===== src/rtl/audio_fifo_pkg.sv =====
// Shared constants for the audio sample FIFO: register map, bit positions and
// the midscale value that sample_out takes after reset.
package audio_fifo_pkg;

   localparam int unsigned ADDR_W = 8;
   localparam int unsigned DATA_W = 32;

   localparam logic [ADDR_W-1:0] REG_DATA = 8'h00;
   localparam logic [ADDR_W-1:0] REG_STAT = 8'h04;
   localparam logic [ADDR_W-1:0] REG_DIV  = 8'h08;
   localparam logic [ADDR_W-1:0] REG_CTRL = 8'h0C;

   localparam int unsigned STAT_EMPTY    = 8;
   localparam int unsigned STAT_FULL     = 9;
   localparam int unsigned STAT_UNDERRUN = 10;
   localparam int unsigned STAT_OVERFLOW = 11;

   localparam int unsigned CTRL_EN        = 0;
   localparam int unsigned CTRL_FLUSH     = 1;
   localparam int unsigned CTRL_LOWAT_LSB = 8;

   localparam logic [11:0] MIDSCALE = 12'h800;

endpackage


===== src/rtl/audio_sample_fifo_if.sv =====
// picosoc iomem slave port as seen by the audio sample FIFO; sel is the
// top-level address-window decode.
interface audio_sample_fifo_if;
   import audio_fifo_pkg::*;

   logic              sel;
   logic              iomem_valid;
   logic              iomem_ready;
   logic [3:0]        iomem_wstrb;
   logic [ADDR_W-1:0] iomem_addr;
   logic [DATA_W-1:0] iomem_wdata;
   logic [DATA_W-1:0] iomem_rdata;

   modport master (
      output sel, iomem_valid, iomem_wstrb, iomem_addr, iomem_wdata,
      input  iomem_ready, iomem_rdata
   );

   modport slave (
      input  sel, iomem_valid, iomem_wstrb, iomem_addr, iomem_wdata,
      output iomem_ready, iomem_rdata
   );

endinterface


===== src/rtl/sync_fifo.sv =====
// Single-clock FIFO with flush; a push while full is only taken when a pop
// frees the head slot in the same cycle.
module sync_fifo #(
   parameter int unsigned W          = 12,
   parameter int unsigned DEPTH_LOG2 = 6
) (
   input  logic                clk,
   input  logic                reset,
   input  logic                push,
   input  logic                pop,
   input  logic                flush,
   input  logic [W-1:0]        din,
   output logic [W-1:0]        head,
   output logic [DEPTH_LOG2:0] level,
   output logic                empty,
   output logic                full
);
   localparam int unsigned DEPTH = 2 ** DEPTH_LOG2;
   localparam int unsigned LVL_W = DEPTH_LOG2 + 1;

   logic [W-1:0]          mem [DEPTH];
   logic [DEPTH_LOG2-1:0] rd_ptr;
   logic [DEPTH_LOG2-1:0] wr_ptr;
   logic                  do_pop_c;
   logic                  do_push_c;
   logic [LVL_W-1:0]      level_nxt_c;

   assign head = mem[rd_ptr];

   // Flush overrides both ports; level is unchanged when push and pop coincide.
   always_comb begin
      do_pop_c    = pop & ~empty & ~flush;
      do_push_c   = push & ~flush & (~full | do_pop_c);
      level_nxt_c = level;
      if (flush) begin
         level_nxt_c = '0;
      end else if (do_push_c & ~do_pop_c) begin
         level_nxt_c = level + LVL_W'(1);
      end else if (do_pop_c & ~do_push_c) begin
         level_nxt_c = level - LVL_W'(1);
      end
   end

   always_ff @(posedge clk) begin
      if (reset) begin
         rd_ptr <= '0;
         wr_ptr <= '0;
         level  <= '0;
         empty  <= 1'b1;
         full   <= 1'b0;
      end else begin
         if (flush) begin
            rd_ptr <= '0;
            wr_ptr <= '0;
         end else begin
            if (do_pop_c)  rd_ptr <= rd_ptr + DEPTH_LOG2'(1);
            if (do_push_c) wr_ptr <= wr_ptr + DEPTH_LOG2'(1);
         end
         level <= level_nxt_c;
         empty <= (level_nxt_c == '0);
         full  <= (level_nxt_c == LVL_W'(DEPTH));
      end
   end

   always_ff @(posedge clk) begin
      if (do_push_c) mem[wr_ptr] <= din;
   end

endmodule


===== src/rtl/audio_sample_fifo.sv =====
// Memory-mapped audio sample buffer: CPU pushes samples over iomem, a
// programmable timer presents one sample per period to the PDM DAC.
module audio_sample_fifo
   import audio_fifo_pkg::*;
#(
   parameter int unsigned DEPTH_LOG2 = 6,
   parameter int unsigned SAMPLE_W   = 12,
   parameter logic [15:0] DIV_RESET  = 16'd1999
) (
   input  logic                clk,
   input  logic                reset,
   audio_sample_fifo_if.slave  bus,
   output logic [SAMPLE_W-1:0] sample_out,
   output logic                irq
);
   localparam int unsigned LVL_W = DEPTH_LOG2 + 1;
   localparam int unsigned CMP_W = (LVL_W > 8) ? LVL_W : 8;

   logic [SAMPLE_W-1:0] head;
   logic [LVL_W-1:0]    level;
   logic                empty;
   logic                full;
   logic [15:0]         div;
   logic [15:0]         timer;
   logic [15:0]         div_nxt_c;
   logic                enable;
   logic                underrun;
   logic                overflow;
   logic [7:0]          lowat;
   logic                ack_c, wr_c, rd_c, push_c, flush_c, tick_c, pop_ok_c;
   logic                div_wr_c, ctrl_wr_c, stat_wr_c, ovf_set_c;
   logic [DATA_W-1:0]   rdata_c;

   sync_fifo #(
      .W          (SAMPLE_W),
      .DEPTH_LOG2 (DEPTH_LOG2)
   ) u_fifo (
      .clk   (clk),
      .reset (reset),
      .push  (push_c),
      .pop   (tick_c),
      .flush (flush_c),
      .din   (bus.iomem_wdata[SAMPLE_W-1:0]),
      .head  (head),
      .level (level),
      .empty (empty),
      .full  (full)
   );

   // Bus decode, timer tick and read-data mux.
   always_comb begin
      ack_c     = bus.sel & bus.iomem_valid & ~bus.iomem_ready;
      wr_c      = ack_c & (|bus.iomem_wstrb);
      rd_c      = ack_c & ~(|bus.iomem_wstrb);
      push_c    = wr_c & (bus.iomem_addr == REG_DATA) & (|bus.iomem_wstrb[1:0]);
      div_wr_c  = wr_c & (bus.iomem_addr == REG_DIV);
      ctrl_wr_c = wr_c & (bus.iomem_addr == REG_CTRL);
      stat_wr_c = wr_c & (bus.iomem_addr == REG_STAT) & bus.iomem_wstrb[1];
      flush_c   = ctrl_wr_c & bus.iomem_wstrb[0] & bus.iomem_wdata[CTRL_FLUSH];
      tick_c    = enable & (timer == '0);
      pop_ok_c  = tick_c & ~empty & ~flush_c;
      ovf_set_c = push_c & full & ~pop_ok_c;

      div_nxt_c = div;
      if (bus.iomem_wstrb[0]) div_nxt_c[7:0]  = bus.iomem_wdata[7:0];
      if (bus.iomem_wstrb[1]) div_nxt_c[15:8] = bus.iomem_wdata[15:8];

      rdata_c = '0;
      case (bus.iomem_addr)
         REG_STAT: begin
            rdata_c[7:0]          = 8'(level);
            rdata_c[STAT_EMPTY]    = empty;
            rdata_c[STAT_FULL]     = full;
            rdata_c[STAT_UNDERRUN] = underrun;
            rdata_c[STAT_OVERFLOW] = overflow;
         end
         REG_DIV:  rdata_c[15:0] = div;
         REG_CTRL: begin
            rdata_c[CTRL_EN]             = enable;
            rdata_c[CTRL_LOWAT_LSB +: 8] = lowat;
         end
         default:  rdata_c = '0;
      endcase
   end

   always_ff @(posedge clk) begin
      if (reset) begin
         bus.iomem_ready <= 1'b0;
         bus.iomem_rdata <= '0;
         sample_out      <= SAMPLE_W'(MIDSCALE);
         irq             <= 1'b0;
         div             <= DIV_RESET;
         timer           <= DIV_RESET;
         enable          <= 1'b0;
         lowat           <= '0;
         underrun        <= 1'b0;
         overflow        <= 1'b0;
      end else begin
         bus.iomem_ready <= ack_c;
         bus.iomem_rdata <= rd_c ? rdata_c : '0;

         if (div_wr_c) div <= div_nxt_c;

         // A DIV write restarts the period immediately.
         if (div_wr_c)              timer <= div_nxt_c;
         else if (!enable || tick_c) timer <= div;
         else                        timer <= timer - 16'd1;

         if (ctrl_wr_c && bus.iomem_wstrb[0]) enable <= bus.iomem_wdata[CTRL_EN];
         if (ctrl_wr_c && bus.iomem_wstrb[1]) lowat  <= bus.iomem_wdata[CTRL_LOWAT_LSB +: 8];

         if (pop_ok_c) sample_out <= head;

         // Sticky flags: a new event in the clearing cycle wins.
         underrun <= (underrun & ~(stat_wr_c & bus.iomem_wdata[STAT_UNDERRUN])) | (tick_c & empty);
         overflow <= (overflow & ~(stat_wr_c & bus.iomem_wdata[STAT_OVERFLOW])) | ovf_set_c;

         irq <= enable & (CMP_W'(level) <= CMP_W'(lowat));
      end
   end

endmodule


===== src/flat_wrapper.sv =====
// flat-port wrapper written by rule: the top's interface ports become plain ports
module audio_sample_fifo_flat import audio_fifo_pkg::*;
#(
   parameter int unsigned DEPTH_LOG2 = 6,
   parameter int unsigned SAMPLE_W   = 12,
   parameter logic [15:0] DIV_RESET  = 16'd1999
)
  (clk, reset, sample_out, irq, bus_sel, bus_iomem_valid, bus_iomem_wstrb, bus_iomem_addr, bus_iomem_wdata, bus_iomem_ready, bus_iomem_rdata);
  audio_sample_fifo_if bus_i ();
  input  logic clk;
  input  logic reset;
  output logic [SAMPLE_W-1:0] sample_out;
  output logic irq;
  input wire logic [$bits(bus_i.sel)-1:0] bus_sel;
  input wire logic [$bits(bus_i.iomem_valid)-1:0] bus_iomem_valid;
  input wire logic [$bits(bus_i.iomem_wstrb)-1:0] bus_iomem_wstrb;
  input wire logic [$bits(bus_i.iomem_addr)-1:0] bus_iomem_addr;
  input wire logic [$bits(bus_i.iomem_wdata)-1:0] bus_iomem_wdata;
  output wire logic [$bits(bus_i.iomem_ready)-1:0] bus_iomem_ready;
  output wire logic [$bits(bus_i.iomem_rdata)-1:0] bus_iomem_rdata;
  assign bus_i.sel = bus_sel;
  assign bus_i.iomem_valid = bus_iomem_valid;
  assign bus_i.iomem_wstrb = bus_iomem_wstrb;
  assign bus_i.iomem_addr = bus_iomem_addr;
  assign bus_i.iomem_wdata = bus_iomem_wdata;
  assign bus_iomem_ready = bus_i.iomem_ready;
  assign bus_iomem_rdata = bus_i.iomem_rdata;
  audio_sample_fifo #(.DEPTH_LOG2(DEPTH_LOG2), .SAMPLE_W(SAMPLE_W), .DIV_RESET(DIV_RESET)) u_core (.clk(clk), .reset(reset), .bus(bus_i), .sample_out(sample_out), .irq(irq));
endmodule

===== config.mk =====
export PLATFORM = sky130hd
export DESIGN_NAME = audio_sample_fifo_flat
export DESIGN_NICKNAME = d
export VERILOG_FILES = /design/src/rtl/audio_fifo_pkg.sv /design/src/rtl/audio_sample_fifo_if.sv /design/src/rtl/sync_fifo.sv /design/src/rtl/audio_sample_fifo.sv /design/src/flat_wrapper.sv
export SDC_FILE = /design/constraint.sdc
export NUM_CORES = 1
export LEC_CHECK = 0
export CORE_MARGIN = 3
export CORE_UTILIZATION = 60
export DETAILED_ROUTE_END_ITERATION = 12
export PLACE_DENSITY = 0.83
export SYNTH_ARGS = -nofsm -noshare
export SYNTH_HDL_FRONTEND = slang
export SYNTH_SLANG_ARGS = --single-unit

===== constraint.sdc =====
create_clock -name clk -period 3.4 [get_ports clk]
set_input_delay 0.51 -clock clk [delete_from_list [all_inputs] [get_ports clk]]
set_output_delay 0.51 -clock clk [all_outputs]
set_load 0.02 [all_outputs]

==> summary.txt, run 1 <==
Power and ir drop
  – Combinational share of power: 0.015
  – Flop pwr share: 0.567
  – Pwr/cell area: 521.9 nW/um^2
  – P_sw: 3.994 mW
  – Max VDD drop: 0.5446 mV
  – Static Leakage: 12.22 nW
  – Cell internal pwr: 16.30 mW
  – Power, Total: 20.29 mW
  – Clock share of power: 0.418
  – Sw Ratio: 0.1968

Floorplanning
  – Initial Util: 0.6112
  – Die Span Y: 244.1 um
  – Chip Width: 244.1 um
  – Row Count: 86
  – Core Area: 55630 sq um
  – Die area: 59560 sq um
  – IO Pins: 94

Setup path
  – Worst r2r src: u_core.u_fifo.rd_ptr[0]
  – Delay of the slowest critical-path stage: 0.59 ns
  – Crit. End Element: flop
  – WP data arrival: 3.59 ns
  – CP max FO: 13
  – CP cell instances: buf_4, mux4_2, mux4_2, a22oi_1, a21oi_1, a21oi_1, nor2_1
  – Startpoint Class: flop
  – Worst path slowest cell: mux4_2
  – Reg2Reg Setup Slack: 0.28 ns
  – Worst path required time: 3.87 ns
  – Crit path buf inv count: 1
  – Crit path max-delay family: multiplexers
  – Setup CP Type: reg2reg
  – R2R Path End: u_core.sample_out[5]
  – Reg2Reg Depth: 7

Timing
  – RSZ-0062 raised after global routing: false
  – Slew Viols, Final: 0
  – Final hold violation count: 0
  – Period utilization: 0.9181
  – Clk_skew: 0.01539 ns
  – Period minus WS final: 3.122 ns
  – Worst Max-Slew Pin Slew: 1.188 ns
  – Slew HR: 0.2077
  – Fmax: 320.3 MHz
  – TNS Setup: 0 ns
  – Final setup viols: 0

Global route
  – Number of global-route vias before repair: 18330
  – Maximum number of pins on one net before global-route repair: 67
  – First-pass GRT wire length: 121200 um
  – Total GRT Usage: 0.2793
  – Antenna violations before repair: 6
  – GRT overflow: 0

Layout
  – Nets@finish: 2003
  – Share of cells above drive strength 1: 0.2618
  – Commonest non-fill, non-tap cell in the layout: edfxtp_1
  – Most frequent cells in the layout: 768 x edfxtp_1, 237 x mux4_2, 148 x nor2_1
  – Final Util: 0.6990
  – Layout Cells excl Fill: 2755
  – Area grow syn2layout: 14.37%

Synthesis
  – Post-synthesis sequential area ratio: 0.7336
  – Post-synthesis register bit count: 862
  – Synth Flop Type: edfxtp_1
  – Avg Synthesized Cell Area: 19.39 sq um
  – Syn Std Cell Area: 34000 sq um
  – EDFF count, synth: 768
  – Gate Count Post-Synth: 1754
  – Ys async rst share: 0
  – Synth unique cells: 59
  – Synth Warn #: 0

Worst hold path
  – HP Start: bus_iomem_wdata[4]
  – HP Class: in2reg
  – Hold EP: u_core.u_fifo.mem[22][4]
  – Hold path cells: 1

Detailed routing
  – Wirelength per Cell: 29.41 um
  – Antenna Violating Nets Remaining: 0
  – Vias per cell: 6.587
  – WL final: 81020 um
  – Via Count: 18150
  – DRC: 0
  – Pre-antenna DRT Iters: 5
  – Initial DRC count: 2191

Clock network
  – Worst-Skew Late Latency: 0.62 ns
  – Worst-path clk slew: 0.06 ns
  – Htree depth: 3
  – CTS tree: yes
  – TritonCTS buffer count: 80
  – Post-CTS sizing: 0
  – Hold-fix buffers, CTS: 0
  – Post-CTS setup buffers: 0
  – Clk buf depth: 3
  – CTS Sinks: 862
  – Clock root buffer: clkbuf_16

Placed design
  – Post-DP HPWL: 49780 um
  – Gp weighted congestion: 0.8841
  – # port buffers: 61
  – Placed cell count: 2608

Run
  – Max cap viols: 0

Outcome
  – Status: finished, final reports clean
==> cells in the mapped netlist, drive strengths merged, types with 2 or more instances <==
cell type	n	share of area
edfxtp	768	0.68
mux4	237	0.16
nor2	148	0.016
dfxtp	94	0.055
buf	64	0.0098
nand2	63	0.0070
a21oi	48	0.0075
clkbuf	47	0.0052
a22oi	33	0.0073
mux2i	28	0.0082
nor3	22	0.0032
nand3	16	0.0025
xor2	16	0.0041
inv	14	0.0015
ha	13	0.0048
nand4	12	0.0033
o211ai	12	0.0026
nor2b	11	0.0020
nor4	9	0.0025
a211oi	8	0.0018
o21ai	8	0.0012
o22ai	8	0.0015
and3	7	0.0013
nand2b	7	0.0013
xnor2	7	0.0018
and2	6	0.0011
mux2	5	0.0017
nand3b	5	0.0011
or2	5	0.00092
or4	4	0.00099
and4	3	0.00077
o21a	3	0.00066
or3	3	0.00055
or3b	3	0.00077
a2111oi	2	0.00052
and4b	2	0.00059
o31ai	2	0.00044
==> metrics by stage <==
step | area, sq um | hold slack [ns] | setup slack [ns]
after floorplan | 34060 | 0.4309 | 0.4212
after global routing | 38880 | 0.1366 | 0.1877
final | 38890 | 0.1481 | 0.2783
after global placement | 36420 | 0.4495 | 0.04716
after CTS | 38880 | 0.1310 | 0.3851
after detailed placement | 36420 | 0.4585 | 0.05121
==> worst register-to-register path, cell delays in order, from the launching register on <==
cell and delay, ns:
dfxtp_4 0.56, buf_4 0.37, mux4_2 0.59, mux4_2 0.53, a22oi_1 0.50, a21oi_1 0.17
a21oi_1 0.20, nor2_1 0.06
==> power by group through the flow <==
stage | Combinational [mW] | Sequential, mW | Clock (mW)
5_1_grt | 0.326 | 11.5 | 8.99
6_report | 0.305 | 11.5 | 8.48
4_1_cts | 0.303 | 11.5 | 8.60
3_5_place_dp | 0.300 | 11.7 | 0
2_1_floorplan | 0.0724 | 11.7 | 0
3_3_place_gp | 0.279 | 11.7 | 0
==> worst max path at each step <==
| stage | to | startpoint | cells past startpoint | slack, ns |
|---|---|---|---|---|
| floorplan | u_core.u_fifo.mem[40][0] | u_core.timer[10] | 7 | 0.42 |
| global placement | u_core.u_fifo.mem[43][1] | bus_iomem_addr[1] | 9 | 0.05 |
| detailed placement | u_core.u_fifo.mem[35][3] | bus_iomem_addr[1] | 9 | 0.05 |
| CTS | u_core.u_fifo.mem[11][6] | u_core.timer[10] | 8 | 0.39 |
| global route | u_core.sample_out[1] | u_core.u_fifo.rd_ptr[0] | 7 | 0.19 |
| finish | u_core.sample_out[5] | u_core.u_fifo.rd_ptr[0] | 7 | 0.28 |
==> area by class of cell <==
| type | instances | area, sq um |
|---|---|---|
| flip-flops and latches | 862 | 24960 |
| fillers | 3219 | 16740 |
| multi-input cells | 782 | 8551 |
| clock buffers | 110 | 2135 |
| repair buffers | 202 | 1929 |
| well taps | 748 | 935.9 |
| clock inverters | 35 | 322.8 |
| inverters | 14 | 52.55 |
| diodes | 2 | 5.005 |
==> cells by family after synthesis <==
family          after synthesis  synth area share
flops                       862            0.7336
simple gates                329           0.04688
mux                         270            0.1669
compound gates              131           0.02524
buf+inv                     125           0.01656
xor+xnor                     23          0.005924
fa+ha+maj                    13          0.004784
other cells                   1         0.0001103
==> registers in the layout, indices dropped and copies added (netlist names) <==
name and flops:
u_core.u_fifo.rd_ptr 6, u_core.underrun 1, u_core.overflow 1, u_core.sample_out 12, u_core.irq 1, u_core.u_fifo.level 7, u_core.u_fifo.empty 1, u_core.bus.iomem_ready 1
u_core.bus.iomem_rdata 16, u_core.u_fifo.wr_ptr 6, u_core.div 16, u_core.u_fifo.full 1, u_core.u_fifo.mem 768, u_core.timer 16, u_core.lowat 8, u_core.enable 1
==> metal layers <==
metal | track usage | wire (um)
met3 | 0.07237 | 8520
met2 | 0.4626 | 40940
met4 | 0.09451 | 2970
met5 | 0 | 52
met1 | 0.3666 | 28530
No activity file was read; power rests on OpenSTA's default activity.
==> run 2: changes to the inputs <==
- CELL_PAD_IN_SITES_DETAIL_PLACEMENT: unset -> 0
- CELL_PAD_IN_SITES_GLOBAL_PLACEMENT: unset -> 1
- CORE_UTILIZATION: 60 -> 54
- GPL_TIMING_DRIVEN: unset -> 0
- PLACE_DENSITY: 0.83 -> 0.84
==> run 2 against run 1 <==
- die area up 11%
- hold slack better by 0.018 ns
- sequential share of layout area shrank 2.9 points
- clock skew rose by 0.042 ns
- non-clock buffer count up 63
- count of clock-buffer cells in the layout rose by 2
- register-to-register slack got worse by 0.22 ns
- combinational power increased by 9.2%
- critical endpoint is now u_core.sample_out[1]
==> summary.txt, run 2 (same netlist as run 1, synthesis figures left out) <==
Outcome
  – Status: finished, final reports clean

Timing
  – Slew Viols, Final: 0 (unchanged)
  – Final setup viols: 0 (unchanged)
  – Worst Max-Slew Pin Slew: 1.037 ns (-0.1514 ns)
  – Period minus WS final: 3.342 ns (+0.2200 ns)
  – RSZ-0062 raised after global routing: false
  – Clk_skew: 0.05770 ns (+0.04231 ns)
  – Period utilization: 0.9829 (+0.06472)
  – Fmax: 299.2 MHz (-6.6%)
  – Final hold violation count: 0 (unchanged)
  – Slew HR: 0.3087 (+0.1009)
  – TNS Setup: 0 ns (unchanged)

Detailed routing
  – Antenna Violating Nets Remaining: 0 (unchanged)
  – Wirelength per Cell: 29.91 um (+1.7%)
  – Vias per cell: 6.414 (-2.6%)
  – Via Count: 18730 (+3.2%)
  – DRC: 0 (unchanged)
  – WL final: 87330 um (+7.8%)
  – Pre-antenna DRT Iters: 6 (+1)
  – Initial DRC count: 2281 (+4.1%)

Floorplanning
  – Core Area: 62050 sq um (+12%)
  – IO Pins: 94 (unchanged)
  – Chip Width: 256.9 um (+5.3%)
  – Row Count: 91 (+5.8%)
  – Die area: 66010 sq um (+11%)
  – Die Span Y: 256.9 um (+5.3%)
  – Initial Util: 0.5479 (-0.06326)

Setup path
  – R2R Path End: u_core.sample_out[1]
  – Reg2Reg Setup Slack: 0.06 ns (-0.22 ns)
  – Startpoint Class: flop
  – Worst path required time: 3.93 ns (+0.06 ns)
  – Worst r2r src: u_core.u_fifo.rd_ptr[1]
  – Reg2Reg Depth: 9 (+2)
  – WP data arrival: 3.87 ns (+0.28 ns)
  – Setup CP Type: reg2reg
  – CP max FO: 10 (-3)
  – Crit. End Element: flop

Global route
  – Antenna violations before repair: 2 (-4)
  – Number of global-route vias before repair: 18900 (+3.1%)
  – First-pass GRT wire length: 129000 um (+6.4%)
  – Maximum number of pins on one net before global-route repair: 65 (-3.0%)
  – GRT met3 Usage: 0.05659 (-0.01578)
  – Total GRT Usage: 0.2682 (-0.01114)
  – Met1 GRT Util: 0.3614 (-0.005164)
  – Grt met2 use: 0.4388 (-0.02375)
  – Top Usage Layer GRT: met2
  – GRT overflow: 0 (unchanged)

Worst hold path
  – Hold EP: u_core.u_fifo.mem[58][11]
  – Hold path cells: 1 (unchanged)
  – HP Start: bus_iomem_wdata[11]
  – HP Class: in2reg

Layout
  – Share of cells above drive strength 1: 0.3024 (+0.04060)
  – Final Cell Area: 40690 sq um (+4.6%)
  – Max reg flops: 768 (unchanged)
  – Most frequent cells in the layout: 768 x edfxtp_1, 237 x mux4_2, 94 x dfxtp_1
  – Commonest non-fill, non-tap cell in the layout: edfxtp_1
  – Diode count: 0 (-2)
  – Largest reg by FF count: u_core.u_fifo.mem
  – Final Util: 0.6558 (-0.04325)
  – Nets@finish: 2072 (+3.4%)
  – Area grow syn2layout: 19.68%
  – Layout Cells excl Fill: 2920 (+6.0%)

Clock network
  – CTS tree: yes
  – Worst-Skew Late Latency: 0.67 ns (+0.05 ns)
  – Worst-path clk slew: 0.08 ns (+0.02 ns)
  – CTS Sinks: 862 (unchanged)
  – Htree depth: 3 (unchanged)
  – TritonCTS buffer count: 86 (+7.5%)
  – Clk buf depth: 3 (unchanged)
  – Clock root buffer: clkbuf_16
  – Hold-fix buffers, CTS: 0 (unchanged)

Placed design
  – # port buffers: 60 (-1.6%)
  – Placed cell count: 2678 (+2.7%)
  – Gp weighted congestion: 0.8803 (-0.43%)
  – Post-DP HPWL: 53690 um (+7.8%)
  – Placed cell areas: 35890 sq um (-1.5%)

Power and ir drop
  – Power, Total: 21.45 mW (+5.7%)
  – Pwr/cell area: 527.2 nW/um^2 (+1.0%)
  – Max VDD drop: 0.4273 mV (-22%)
  – Static Leakage: 12.77 nW (+4.4%)

Run
  – Max cap viols: 0 (unchanged)
-- run 2: cell types whose count changed in the layout (fill, tap and decap cells not counted), moves of 6 or more --
cell | previous run | this run
clkbuf_1 | 28 | 56
clkbuf_4 | 0 | 7
buf_1 | 0 | 12
nor2_1 | 148 | 85
buf_12 | 26 | 67
clkbuf_16 | 80 | 88
nand2_1 | 63 | 57
buf_4 | 115 | 53
buf_2 | 13 | 26
nor2_4 | 0 | 63
clkbuf_2 | 0 | 14
-- run 2: through the flow --
stage / setup WS (ns) / hold slack [ns]
2_1_floorplan: 0.4212 / 0.4309
3_3_place_gp: -2.868 / 0.4553
3_5_place_dp: -1.072 / 0.4713
4_1_cts: -0.06168 / 0.1743
5_1_grt: 0.004543 / 0.1691
6_report: 0.05829 / 0.1660
-- run 2: worst max-delay path by stage --
| stage | from | end | cells after the start |
|---|---|---|---|
| after floorplan | u_core.timer[10] | u_core.u_fifo.mem[40][0] | 7 |
| after global placement | bus_iomem_wdata[1] | u_core.u_fifo.mem[40][9] | 8 |
| after detailed placement | bus_iomem_wstrb[0] | u_core.u_fifo.mem[41][9] | 8 |
| after CTS | u_core.timer[4] | u_core.u_fifo.mem[23][2] | 7 |
| after global routing | u_core.timer[4] | u_core.u_fifo.mem[46][5] | 8 |
| final | u_core.u_fifo.rd_ptr[1] | u_core.sample_out[1] | 9 |
-- run 2: where the power goes --
group	switching, mW	internal (mW)
registers	0.000665	11.5
logic	0.250	0.0831
clock network	4.09	5.52
total	4.34	17.1
-- run 2: routing by layer --
layer	share of wire	vias up
met1	0.37	9831
li1	-	7618
met5	0.00029	-
met2	0.50	1095
met3	0.095	182
met4	0.036	4
-- run 2: what timing repair did --
action	CTS	global route
pin swaps	56	1
gates resized for setup	138	68
setup buffers	76	7
endpoints found under the setup margin	779	779
-- run 2: layout make-up --
cell class,count,area (sq um)
clock buffer,112,2302
tap,837,1047
sequential,862,24940
inverter,14,56.30
timing repair buffer,155,2112
multi-input combinational,782,9075
buffer,110,599.3
fill,3930,21360
clock inverter,48,556.8
-- run 2: worst max-delay path, stage by stage, from the launching register on --
cell	delay (ns)
dfxtp_1	0.34
buf_2	0.21
clkbuf_2	0.39
buf_1	0.60
mux4_2	0.42
mux4_2	0.57
a22oi_1	0.30
a21oi_1	0.21
a21oi_1	0.16
nor2_1	0.05
